`src/rtl/line_buffer_window_sched.sv`:
```
// Read-side scheduler for a 4-slot line buffer: issues 3-row window reads for a 3x3 kernel and
// releases slots back to the writer. Macro WINDOW_BORDER_EN adds edge-replicated first/last rows.
module line_buffer_window_sched #(
  parameter int LINE_W    = 512,
  parameter int NUM_LINES = 512,
  parameter int ADDR_W    = 11
) (
  input  logic              clk,
  input  logic              reset,
  input  logic              start,
  input  logic [ADDR_W-3:0] line_counter,
  input  logic              out_ready,
  output logic              rd_en,
  output logic [ADDR_W-1:0] rd_addr0,
  output logic [ADDR_W-1:0] rd_addr1,
  output logic [ADDR_W-1:0] rd_addr2,
  output logic              pix_valid,
  output logic [ADDR_W-3:0] row_o,
  output logic [ADDR_W-3:0] col_o,
  output logic              interrupt,
  output logic              busy,
  output logic              frame_done
);

  localparam int CW  = ADDR_W - 2;
  localparam int LAW = CW + 1;
  localparam logic [CW-1:0]  COL_LAST  = CW'(LINE_W - 1);
  localparam logic [LAW-1:0] LINES_MAX = LAW'(NUM_LINES);
  localparam logic [CW-1:0]  INT_LAST  = CW'(NUM_LINES - 4);
`ifdef WINDOW_BORDER_EN
  localparam logic [CW-1:0]  ROW_FIRST = '0;
  localparam logic [CW-1:0]  ROW_LAST  = CW'(NUM_LINES - 1);
`else
  localparam logic [CW-1:0]  ROW_FIRST = CW'(1);
  localparam logic [CW-1:0]  ROW_LAST  = CW'(NUM_LINES - 2);
`endif

  typedef enum logic [2:0] {S_IDLE, S_WAIT, S_SCAN, S_LINE_END, S_FLUSH} state_t;

  state_t         state_q, state_d;
  logic [CW-1:0]  r_q, r_d;
  logic [CW-1:0]  col_q, col_d;
  logic [CW-1:0]  lc_q;
  logic [LAW-1:0] avail_q, avail_d;
  logic           pv_q;
  logic [CW-1:0]  row_q, colo_q;
  logic           line_chg;
  logic [LAW-1:0] need;
  logic [CW-1:0]  line_m1, line_p1;

  assign line_chg = line_counter != lc_q;

  // Row r needs lines 0..r+1 written; the last border row needs no line beyond the frame.
  always_comb begin
    need = {1'b0, r_q} + LAW'(2);
    if (need > LINES_MAX) need = LINES_MAX;
  end

`ifdef WINDOW_BORDER_EN
  assign line_m1 = (r_q == '0) ? r_q : r_q - 1'b1;
  assign line_p1 = (r_q == ROW_LAST) ? r_q : r_q + 1'b1;
`else
  assign line_m1 = r_q - 1'b1;
  assign line_p1 = r_q + 1'b1;
`endif

  always_comb begin
    state_d    = state_q;
    r_d        = r_q;
    col_d      = col_q;
    rd_en      = 1'b0;
    interrupt  = 1'b0;
    frame_done = 1'b0;
    case (state_q)
      S_IDLE: begin
        if (start) begin
          state_d = S_WAIT;
          r_d     = ROW_FIRST;
          col_d   = '0;
        end
      end
      S_WAIT: begin
        if (avail_q >= need) begin
          state_d = S_SCAN;
          col_d   = '0;
        end
      end
      S_SCAN: begin
        if (out_ready) begin
          rd_en = 1'b1;
          if (col_q == COL_LAST) begin
            col_d   = '0;
            state_d = S_LINE_END;
          end else begin
            col_d = col_q + 1'b1;
          end
        end
      end
      S_LINE_END: begin
        // Line r-1 is no longer referenced by any later window once r is done.
        interrupt = (r_q != '0) && (r_q <= INT_LAST);
        if (r_q == ROW_LAST) begin
          state_d = S_FLUSH;
        end else begin
          r_d     = r_q + 1'b1;
          state_d = S_WAIT;
        end
      end
      S_FLUSH: begin
        if (!pv_q) begin
          frame_done = 1'b1;
          state_d    = S_IDLE;
        end
      end
      default: state_d = S_IDLE;
    endcase
  end

  // Lines counted while idle stay valid so a frame can be armed after the writer preloads;
  // the count restarts once a frame has fully drained.
  always_comb begin
    avail_d = avail_q;
    if (line_chg && (avail_q != LINES_MAX)) avail_d = avail_q + 1'b1;
    if (frame_done) avail_d = {{CW{1'b0}}, line_chg};
  end

  always_ff @(posedge clk) begin
    if (reset) begin
      state_q <= S_IDLE;
      r_q     <= CW'(1);
      col_q   <= '0;
      lc_q    <= '0;
      avail_q <= '0;
      pv_q    <= 1'b0;
      row_q   <= '0;
      colo_q  <= '0;
    end else begin
      state_q <= state_d;
      r_q     <= r_d;
      col_q   <= col_d;
      lc_q    <= line_counter;
      avail_q <= avail_d;
      pv_q    <= rd_en;
      row_q   <= rd_en ? r_q : '0;
      colo_q  <= rd_en ? col_q : '0;
    end
  end

  assign rd_addr0  = rd_en ? {line_m1[1:0], col_q} : '0;
  assign rd_addr1  = rd_en ? {r_q[1:0], col_q} : '0;
  assign rd_addr2  = rd_en ? {line_p1[1:0], col_q} : '0;
  assign pix_valid = pv_q;
  assign row_o     = row_q;
  assign col_o     = colo_q;
  assign busy      = (state_q != S_IDLE) && !frame_done;

endmodule

```
`config.mk`:
```
export PLATFORM = sky130hd
export DESIGN_NAME = line_buffer_window_sched
export DESIGN_NICKNAME = d
export VERILOG_FILES = /design/src/rtl/line_buffer_window_sched.sv
export SDC_FILE = /design/constraint.sdc
export NUM_CORES = 1
export LEC_CHECK = 0
export ABC_AREA = 1
export BUFFER_PORTS_ARGS = -buffer_cell sky130_fd_sc_hd__buf_2
export CORE_MARGIN = 10
export CORE_UTILIZATION = 54
export CTS_CLUSTER_SIZE = 28
export DETAILED_ROUTE_END_ITERATION = 10
export PLACE_DENSITY = 0.88
export SLEW_MARGIN = 30
export SYNTH_ARGS = -nofsm -noshare
export SYNTH_HDL_FRONTEND = slang
export SYNTH_SLANG_ARGS = --single-unit
```
`constraint.sdc`:
```
create_clock -name clk -period 2.7 [get_ports clk]
set_input_delay 0.405 -clock clk [delete_from_list [all_inputs] [get_ports clk]]
set_output_delay 0.405 -clock clk [all_outputs]
set_load 0.05 [all_outputs]
```
## Word level (Yosys, flattened, before mapping)

Index checks and enable logic that the tools add are counted.

- Logic and storage cells: 73
- Input bits: 13
- Output and inout bits: 56
- Bits in registers: 59

- Add/subtract/negate cells: 5
- Equality and inequality tests: 14
- Multiplexer cells: 26
- Reductions and logical operators: 15
- Bitwise operators: 1
- $lt $le $gt $ge: 3

Operators by type and width:

| operator | number |
|---|---|
| 9-bit 2-to-1 mux | 6 |
| 11-bit 2-to-1 mux | 3 |
| 9-bit case mux with 3 select lines | 1 |
| 9-bit by 1-bit adder with 9-bit output, second input constant | 2 |
| 9-bit == test, second input constant | 2 |
| 3-bit 2-to-1 mux | 6 |
| 9-bit case mux with 2 select lines | 1 |
| 3-bit case mux with 5 select lines | 1 |
| 2-bit != test, second input constant | 6 |
| 10-bit by 1-bit adder with 10-bit output, second input constant | 1 |
| 9-bit by 2-bit adder with 10-bit output, second input constant | 1 |
| 10-bit greater-or-equal comparator | 1 |
| 10-bit greater-than comparator, second input constant | 1 |
| 10-bit 2-to-1 mux | 1 |
| 10-bit != test, second input constant | 1 |
| 9-bit <= comparator, second input constant | 1 |
| 9-bit != test | 1 |
| 9-bit nonzero test | 1 |
| 1-bit 2-to-1 mux | 7 |
| 3-bit by 2-bit == test with 1-bit output, second input constant | 2 |
| 3-bit nonzero test | 2 |
| 5-bit AND reduction | 1 |
| 4-bit AND reduction | 1 |
| 2-bit nonzero test | 2 |
| 9 further kinds | 12 |

## Logic depth before layout (Yosys ltp)

Gate-level depths: netlist of run 1.

- Depth in word-level cells: 6
- Mapped depth: 22
- Gate-level depth less buffers: 22

## Worst setup path after synthesis of run 1

No wires, ideal clock.

- Kind: register -> output
- From: register state_q[1]
- To: output rd_addr1[8]
- Path buffers: 2
- Stages on the path, launching flop included: 9
- Path slack: -25 ps
- Arrival: 2320 ps
- Cell sequence: dfxtp_1 -> inv_1 -> nor2_2 -> nand2_2 -> nor2_4 -> inv_2 -> buf_2 -> nor2_1 -> buf_4

- Longest elaborated chain between the ends: 3

Ends and longest elaborated chain:

| item | RTL line | RTL |
|---|---|---|
| start, declared | 40 | `state_t state_q, state_d;` |
| start signal, assigned | 138 | `state_q <= state_d;` |
| 3-bit by 2-bit == test with 1-bit output | 74 | `case (state_q)` |
| 1-bit 2-to-1 mux | 74 |  |
| via rd_en | 13 | `output logic rd_en,` |
| 11-bit 2-to-1 mux | 150 | `assign rd_addr1 = rd_en ? {r_q[1:0], col_q} : '0;` |
| end, declared | 15 | `output logic [ADDR_W-1:0] rd_addr1,` |

The timed path passes the listed nets, and every way through them passes these cells.

## Worst setup path in the final report of run 1

- From: register r_q[1]
- To: register state_q[0]

- Longest elaborated chain between the ends: 6
- Elaborated cells on any way between the ends: 9
- Those cells by class: 1 x add/sub; 2 x order compare; 2 x eq/ne; 3 x mux; 1 x reduce/logical

Ends and longest elaborated chain:

| item | RTL line | RTL |
|---|---|---|
| start, declared | 41 | `logic [CW-1:0] r_q, r_d;` |
| start signal, assigned | 139 | `r_q <= r_d;` |
| 9-bit by 2-bit adder with 10-bit output | 55 | `need = {1'b0, r_q} + LAW'(2);` |
| 10-bit greater-than comparator | 56 | `if (need > LINES_MAX) need = LINES_MAX;` |
| 10-bit 2-to-1 mux | 56 |  |
| 10-bit greater-or-equal comparator | 83 | `if (avail_q >= need) begin` |
| 2-bit != test (no source line) | n/a |  |
| 5-bit AND reduction (no source line) | n/a |  |

Several ways; a longest one is shown, not always the timed one.
A chain may end at the register's enable or synchronous reset.

==> results of run 1 <==
==> flip-flops by register name, indices dropped and copies added, names as in the netlist <==
register / count
avail_q: 10
col_o: 9
col_q: 9
lc_q: 9
pix_valid: 1
r_q: 9
row_o: 9
state_q: 3
==> repair_timing <==
item | in CTS | in global routing
setup buffers | 0 | 4
gates cloned | 0 | 0
endpoints found under the setup margin | 11 | 12
endpoints found under the hold margin | 0 | 0
pin swaps | 0 | 13
gates resized for setup | 3 | 27
==> cell families after synthesis <==
group | share of synthesized area (%)
compound gates | 5.998
xor+xnor | 3.499
fa+ha+maj | 6.783
buf+inv | 12.96
flops | 33.70
simple gates | 37.06
==> worst max-delay path by stage <==
stage	startpoint	end	slack, ns	depth (start not counted)
6_report	r_q[1]$_SDFFE_PP0P_	state_q[0]$_SDFFE_PP0P_	0.11	18
5_1_grt	r_q[1]$_SDFFE_PP0P_	state_q[2]$_SDFFE_PP0P_	-0.04	20
4_1_cts	r_q[1]$_SDFFE_PP0P_	col_q[3]$_SDFFE_PP0P_	0.01	17
3_5_place_dp	r_q[1]$_SDFFE_PP0P_	col_q[7]$_SDFFE_PP0P_	-0.06	21
3_3_place_gp	r_q[1]$_SDFFE_PP0P_	col_q[5]$_SDFFE_PP0P_	0.08	20
2_1_floorplan	state_q[1]$_SDFFE_PP0P_	rd_addr1[8]	-0.03	8
==> where the power goes <==
group          switching (µW)  total [µW]  internal, µW
clock network             366         868           502
registers                82.1        1040           953
logic                     778        1160           386
total                    1230        3070          1840
==> worst max-delay path, stage by stage, from the launching register on <==
cell and delay [ns]:
dfxtp_4 0.37, ha_2 0.21, nand2_2 0.09, nor2_4 0.12
nand2_1 0.08, nand2_2 0.09, nand3_1 0.09, nor2_1 0.11
nand2_1 0.08, nand2_2 0.10, nand2_1 0.06, ha_1 0.26
nand2_1 0.06, nor2_1 0.14, nand3_2 0.11, nand3_4 0.16
nand2_1 0.09, o21ai_0 0.18, inv_1 0.06
==> area by class of cell <==
class                      count  share of cell area (%)
tap                           77                   2.307
multi-input combinational    365                   46.84
timing repair buffer          81                   10.67
clock inverter                 3                   1.079
sequential                    59                   28.47
clock buffer                  13                   4.046
inverter                      73                   6.593
==> layout by cell type (no fill, tap or decap), types with 7 or more instances in the layout <==
master,instances
a21oi_1,24
buf_2,68
buf_4,11
clkbuf_8,12
dfxtp_1,55
ha_1,17
inv_1,64
inv_2,8
nand2_1,102
nand2_2,9
nand3_1,44
nor2_1,98
nor2_2,8
nor3_1,7
o21ai_0,9
xnor2_1,8
==> stage by stage <==
stage          power [µW]  hold WS [ns]
4_1_cts              2972        0.2792
5_1_grt              3243        0.2961
2_1_floorplan        1840        0.4401
3_5_place_dp         2099        0.4581
3_3_place_gp         2065        0.4586
6_report             3066        0.2813
==> layer usage <==
metal	GRT usage [%]	part of all wire, %	wire length (µm)	vias to the layer above
met3	6.104	9.6	867	14
met1	20.35	42	3769	1605
met5	0	0	0	-
met2	26.16	47	4247	154
li1	-	-	-	1744
met4	6.630	1.4	127	0
==> synth_stat cells (2+ instances only) <==
cell type / count
nand2_1: 107
nor2_1: 102
inv_1: 65
dfxtp_1: 59
nand3_1: 45
a21oi_1: 25
buf_4: 20
ha_1: 19
o21ai_0: 10
xnor2_1: 8
inv_2: 7
nor3_1: 7
nor2_2: 6
xor2_1: 6
nand4_1: 5
nand2_2: 4
nand3_2: 4
nor2_4: 3
buf_2: 2
clkbuf_1: 2
nand2_4: 2
nand3b_1: 2
o21ai_1: 2
or2_2: 2
==> results.toml, run 1 <==
[final_layout]
final_area_um2 = 4175
multi_input_area_um2 = 1956
n_antenna_cell = 0
nNetsFinal = 621
fin_cells = 671
seq_area_um2 = 1189
utilization_pct = 66.13
area_growth_pct = 19.14
nFillCells = 550
drive_above_1_share_pct = 24.75

[power_and_ir_drop]
ir_drop_v = 0.0005202
p_leak_uw = 0.002054
p_per_area_nw_per_um2 = 734.4

[floorplan]
ios = 69
die_area_um2 = 10110
die_y_um = 100.6
start_util_pct = 55.51
die_w_um = 100.6
core_um2 = 6314
row_count = 29

[placement]
dpl-instance-area_um2 = 3830
place_hpwl_mm = 6.532
place.gp.congestion = 0.9362
pre_cts_slack_ns = -0.06323
io_buffers = 68
dp_cells = 651

[cts]
cts_tree = "built"
cts_sinks = 59
clk_latency_ns = 0.35
holdBufCountCts = 0
cts_buffers = 9
clk_path_buf_depth = 2
cts_max_level = 3
clk_pin_slew_ns = 0.07
root_buffer = "clkbuf_8"

[yosys]
yosysTopAreaCell = "dfxtp_1"
yosysSeqAreaShare_pct = 33.70
synth.avg_cell_area_um2 = 6.714
ys_seq_elements = 59
ys_top_cells_by_area = "dfxtp_1 34%, nand2_1 11%, nor2_1 11%"
syn_inst = 522
ys_warn_count = 0
ys_types = 32
netlist.area_leader.share_pct = 33.70
ys_async_sr_fraction_pct = 0
ys.flop_type = "dfxtp_1"
synth_fp_nets = 554
netlist_area_um2 = 3505
synth_edf_count = 0

[timing]
final_hold_viol_count = 0
tns_ns = 0
setup_violations = 0
rsz0062_at_grt = "true"
max_freq_mhz = 386.1
skew_ns = 0.008851
final.period_utilization_pct = 95.92
worst_slew_pin_slew_ns = 0.5500
min_period_ns = 2.590
setup_slack_ns = 0.1100
slew_headroom_pct = 62.94
slew_violations = 0

[critical_path]
ff2ff_path_depth = 18
critPathLaunchType = "flip-flop"
required_ns = 2.93
r2r_end = "state_q[0]$_SDFFE_PP0P_"
critical_path_class = "flip-flop to flip-flop"
cp_max_fo = 6
worst_setup_path_end_kind = "flip-flop"
rrSetupSlack_ns = 0.11
arrival_ns = 2.82
timing.rr.start = "r_q[1]$_SDFFE_PP0P_"

[global_route]
overflow = 0
track_usage_pct = 16.72
antenna_found_initial = 0
grt_pass1_wl_mm = 14.19
grt_max_degree = 23
first_global_vias = 3206

[outcome]
status = "finished, final reports clean"

[worst_hold_path]
hold_class = "input pin to flip-flop"
min_from = "line_counter[0]"
hold_depth = 3
min_to = "lc_q[0]$_SDFF_PP0_"

[routing]
drc_errors = 0
dr.pass1.iters = 5
viasPerCell = 5.241
drt_wl_total_mm = 9.011
wl_per_cell_um = 13.43
detailroute.via_count = 3517
final_antenna_net_count = 0
drt_iter0_markers = 273

[job]
drv_cap = 0
Note: power is estimated with default switching activity, not from simulation.
==> inputs of run 2 (changes only) <==
--- a/config.mk
+++ b/config.mk
@@ -9,6 +9,7 @@
 export BUFFER_PORTS_ARGS = -buffer_cell sky130_fd_sc_hd__buf_2
 export CORE_MARGIN = 10
 export CORE_UTILIZATION = 54
+export CTS_BUF_LIST = sky130_fd_sc_hd__clkbuf_2 sky130_fd_sc_hd__clkbuf_4 sky130_fd_sc_hd__clkbuf_8
 export CTS_CLUSTER_SIZE = 28
 export DETAILED_ROUTE_END_ITERATION = 10
 export PLACE_DENSITY = 0.88
==> constraint.sdc (replaced) <==
create_clock -name clk -period 2.4 [get_ports clk]
set_input_delay 0.36 -clock clk [delete_from_list [all_inputs] [get_ports clk]]
set_output_delay 0.36 -clock clk [all_outputs]
set_load 0.05 [all_outputs]
==> results.toml, run 2 (same netlist as run 1, synthesis figures left out) <==
[critical_path]
path_delay_family = "simple AND/OR/NAND/NOR gates"
critical_path_class = "flip-flop to flip-flop"
path_cells = "buf_6, ha_4, nand2_1, nor2_2, nand3_1, nor2_1, nand2_1, nand2_2, nand2_1, ha_1, nand2_2, inv_1, nand2_1, nand2_1, nand2_2, nand3_4, buf_6, nand3_2, nand2_2, nor2_2"
worst_setup_path_end_kind = "flip-flop"
slowest_delay_ns = 0.37
crit_path_frequent_cell = "nand2_1"
crit_buf_inv = 3
critPathLaunchType = "flip-flop"
arrival_ns = 2.86
crit_path_top_delay_cell = "dfxtp_4"
required_ns = 2.68
cp_max_fo = 8
critPathLaunch = "r_q[2]$_SDFFE_PP0P_"
timing.rr.start = "r_q[2]$_SDFFE_PP0P_"

[routing]
dr.pass1.iters = 7
drt_iter0_markers = 314
wl_per_cell_um = 15.01
drc_errors = 0
detailroute.via_count = 3795
drt_wl_total_mm = 10.40
final_antenna_net_count = 0
viasPerCell = 5.476

[power_and_ir_drop]
ir_drop_v = 0.0007000
p_total_uw = 3670
p_per_area_nw_per_um2 = 807.7
p_leak_uw = 0.002187

[timing]
worst_slew_pin_slew_ns = 0.5816
tns_ns = -1.875
setup_slack_ns = -0.1787
final.period_utilization_pct = 107.4
rsz0062_at_grt = "true"
skew_ns = 0.006598
slew_headroom_pct = 60.82
final_hold_viol_count = 0
max_freq_mhz = 387.8
slew_violations = 0
min_period_ns = 2.579
setup_violations = 12

[global_route]
track_usage_pct = 19.57
antenna_found_initial = 0
overflow = 0
first_global_vias = 3623
grt_pass1_wl_mm = 16.28
grt_max_degree = 23

[placement]
dp_cells = 671
place_hpwl_mm = 6.925
place.gp.congestion = 0.9317
io_buffers = 68
dpl-instance-area_um2 = 3985

[final_layout]
area_growth_pct = 29.67
nNetsFinal = 643
n_antenna_cell = 0
final_area_um2 = 4544
utilization_pct = 71.98
largest_register = "avail_q"
drive_above_1_share_pct = 32.14
largest_reg_flops = 10
fin_cells = 693
final_common_cell = "nand2_1"
mostFrequentLayoutCells = "98 x nand2_1, 85 x nor2_1, 62 x inv_1, 54 x dfxtp_1"

[cts]
clk_path_buf_depth = 2
cts_max_level = 3
clk_latency_ns = 0.35
clk_pin_slew_ns = 0.07
cts_sinks = 59
cts_buffers = 9
root_buffer = "clkbuf_8"
cts_tree = "built"

[floorplan]
start_util_pct = 55.51
ios = 69
die_w_um = 100.6
die_y_um = 100.6
row_count = 29
core_um2 = 6314
die_area_um2 = 10110

[outcome]
violations = "setup timing"
status = "finished with violations"

[worst_hold_path]
min_from = "line_counter[3]"
hold_class = "input pin to flip-flop"

[job]
drv_cap = 0
-- run 2: worst reg2reg max path, cell delays in order (launching register included) --
cell and delay [ns]:
dfxtp_4 0.37, buf_6 0.12, ha_4 0.26, nand2_1 0.07, nor2_2 0.13, nand3_1 0.08, nor2_1 0.10, nand2_1 0.09
nand2_2 0.09, nand2_1 0.06, ha_1 0.29, nand2_2 0.08, inv_1 0.04, nand2_1 0.04, nand2_1 0.06, nand2_2 0.08
nand3_4 0.15, buf_6 0.16, nand3_2 0.06, nand2_2 0.05, nor2_2 0.11
-- run 2: metrics by stage --
stage          hold WS [ns]  setup slack (ns)
2_1_floorplan        0.4321           -0.2803
3_3_place_gp         0.4535          -0.05298
3_5_place_dp         0.4688           -0.1896
6_report             0.2383           -0.1787
5_1_grt              0.2439           -0.3386
4_1_cts              0.2340          -0.08875
-- run 2: worst paths after layout --
path	end	slack, ns	depth (start not counted)
setup / recovery	col_q[7]$_SDFFE_PP0P_	-0.18	20
hold / removal	lc_q[3]$_SDFF_PP0_	0.24	3
setup reg to reg	col_q[7]$_SDFFE_PP0P_	-0.18	20
hold reg to reg	col_q[5]$_SDFFE_PP0P_	0.49	2
-- run 2: layer usage --
layer  vias to the layer above  part of all wire (%)  global-route usage, %
li1                       1802                     -                      -
met1                      1738                    38                  21.40
met2                       224                    49                  32.94
met3                        31                    10                  7.819
met4                         0                   2.6                  8.043
met5                         -                     0                      0
-- run 2: cell type report --
cell class | count | area [µm²]
Clock buffer | 11 | 138.9
Clock inverter | 5 | 77.57
Fill cell | 467 | 1769
Inverter | 73 | 280.3
Multi-Input combinational cell | 366 | 2063
Sequential cell | 59 | 1195
Tap cell | 77 | 96.34
Timing Repair Buffer | 102 | 693.2
-- run 2: timing repair --
action,in CTS,in global routing
buffers inserted,5,0
setup endpoints to repair,12,37
hold endpoints to repair,0,0
pin swaps,30,11
gates resized for setup,38,71
cloned,1,0
hold buffers,0,0
-- run 2: power breakdown --
part           switching [µW]  internal [µW]  total, µW
Clock                     402            604       1010
Combinational             982            504       1490
Sequential                106           1070       1180
Total                    1490           2180       3670
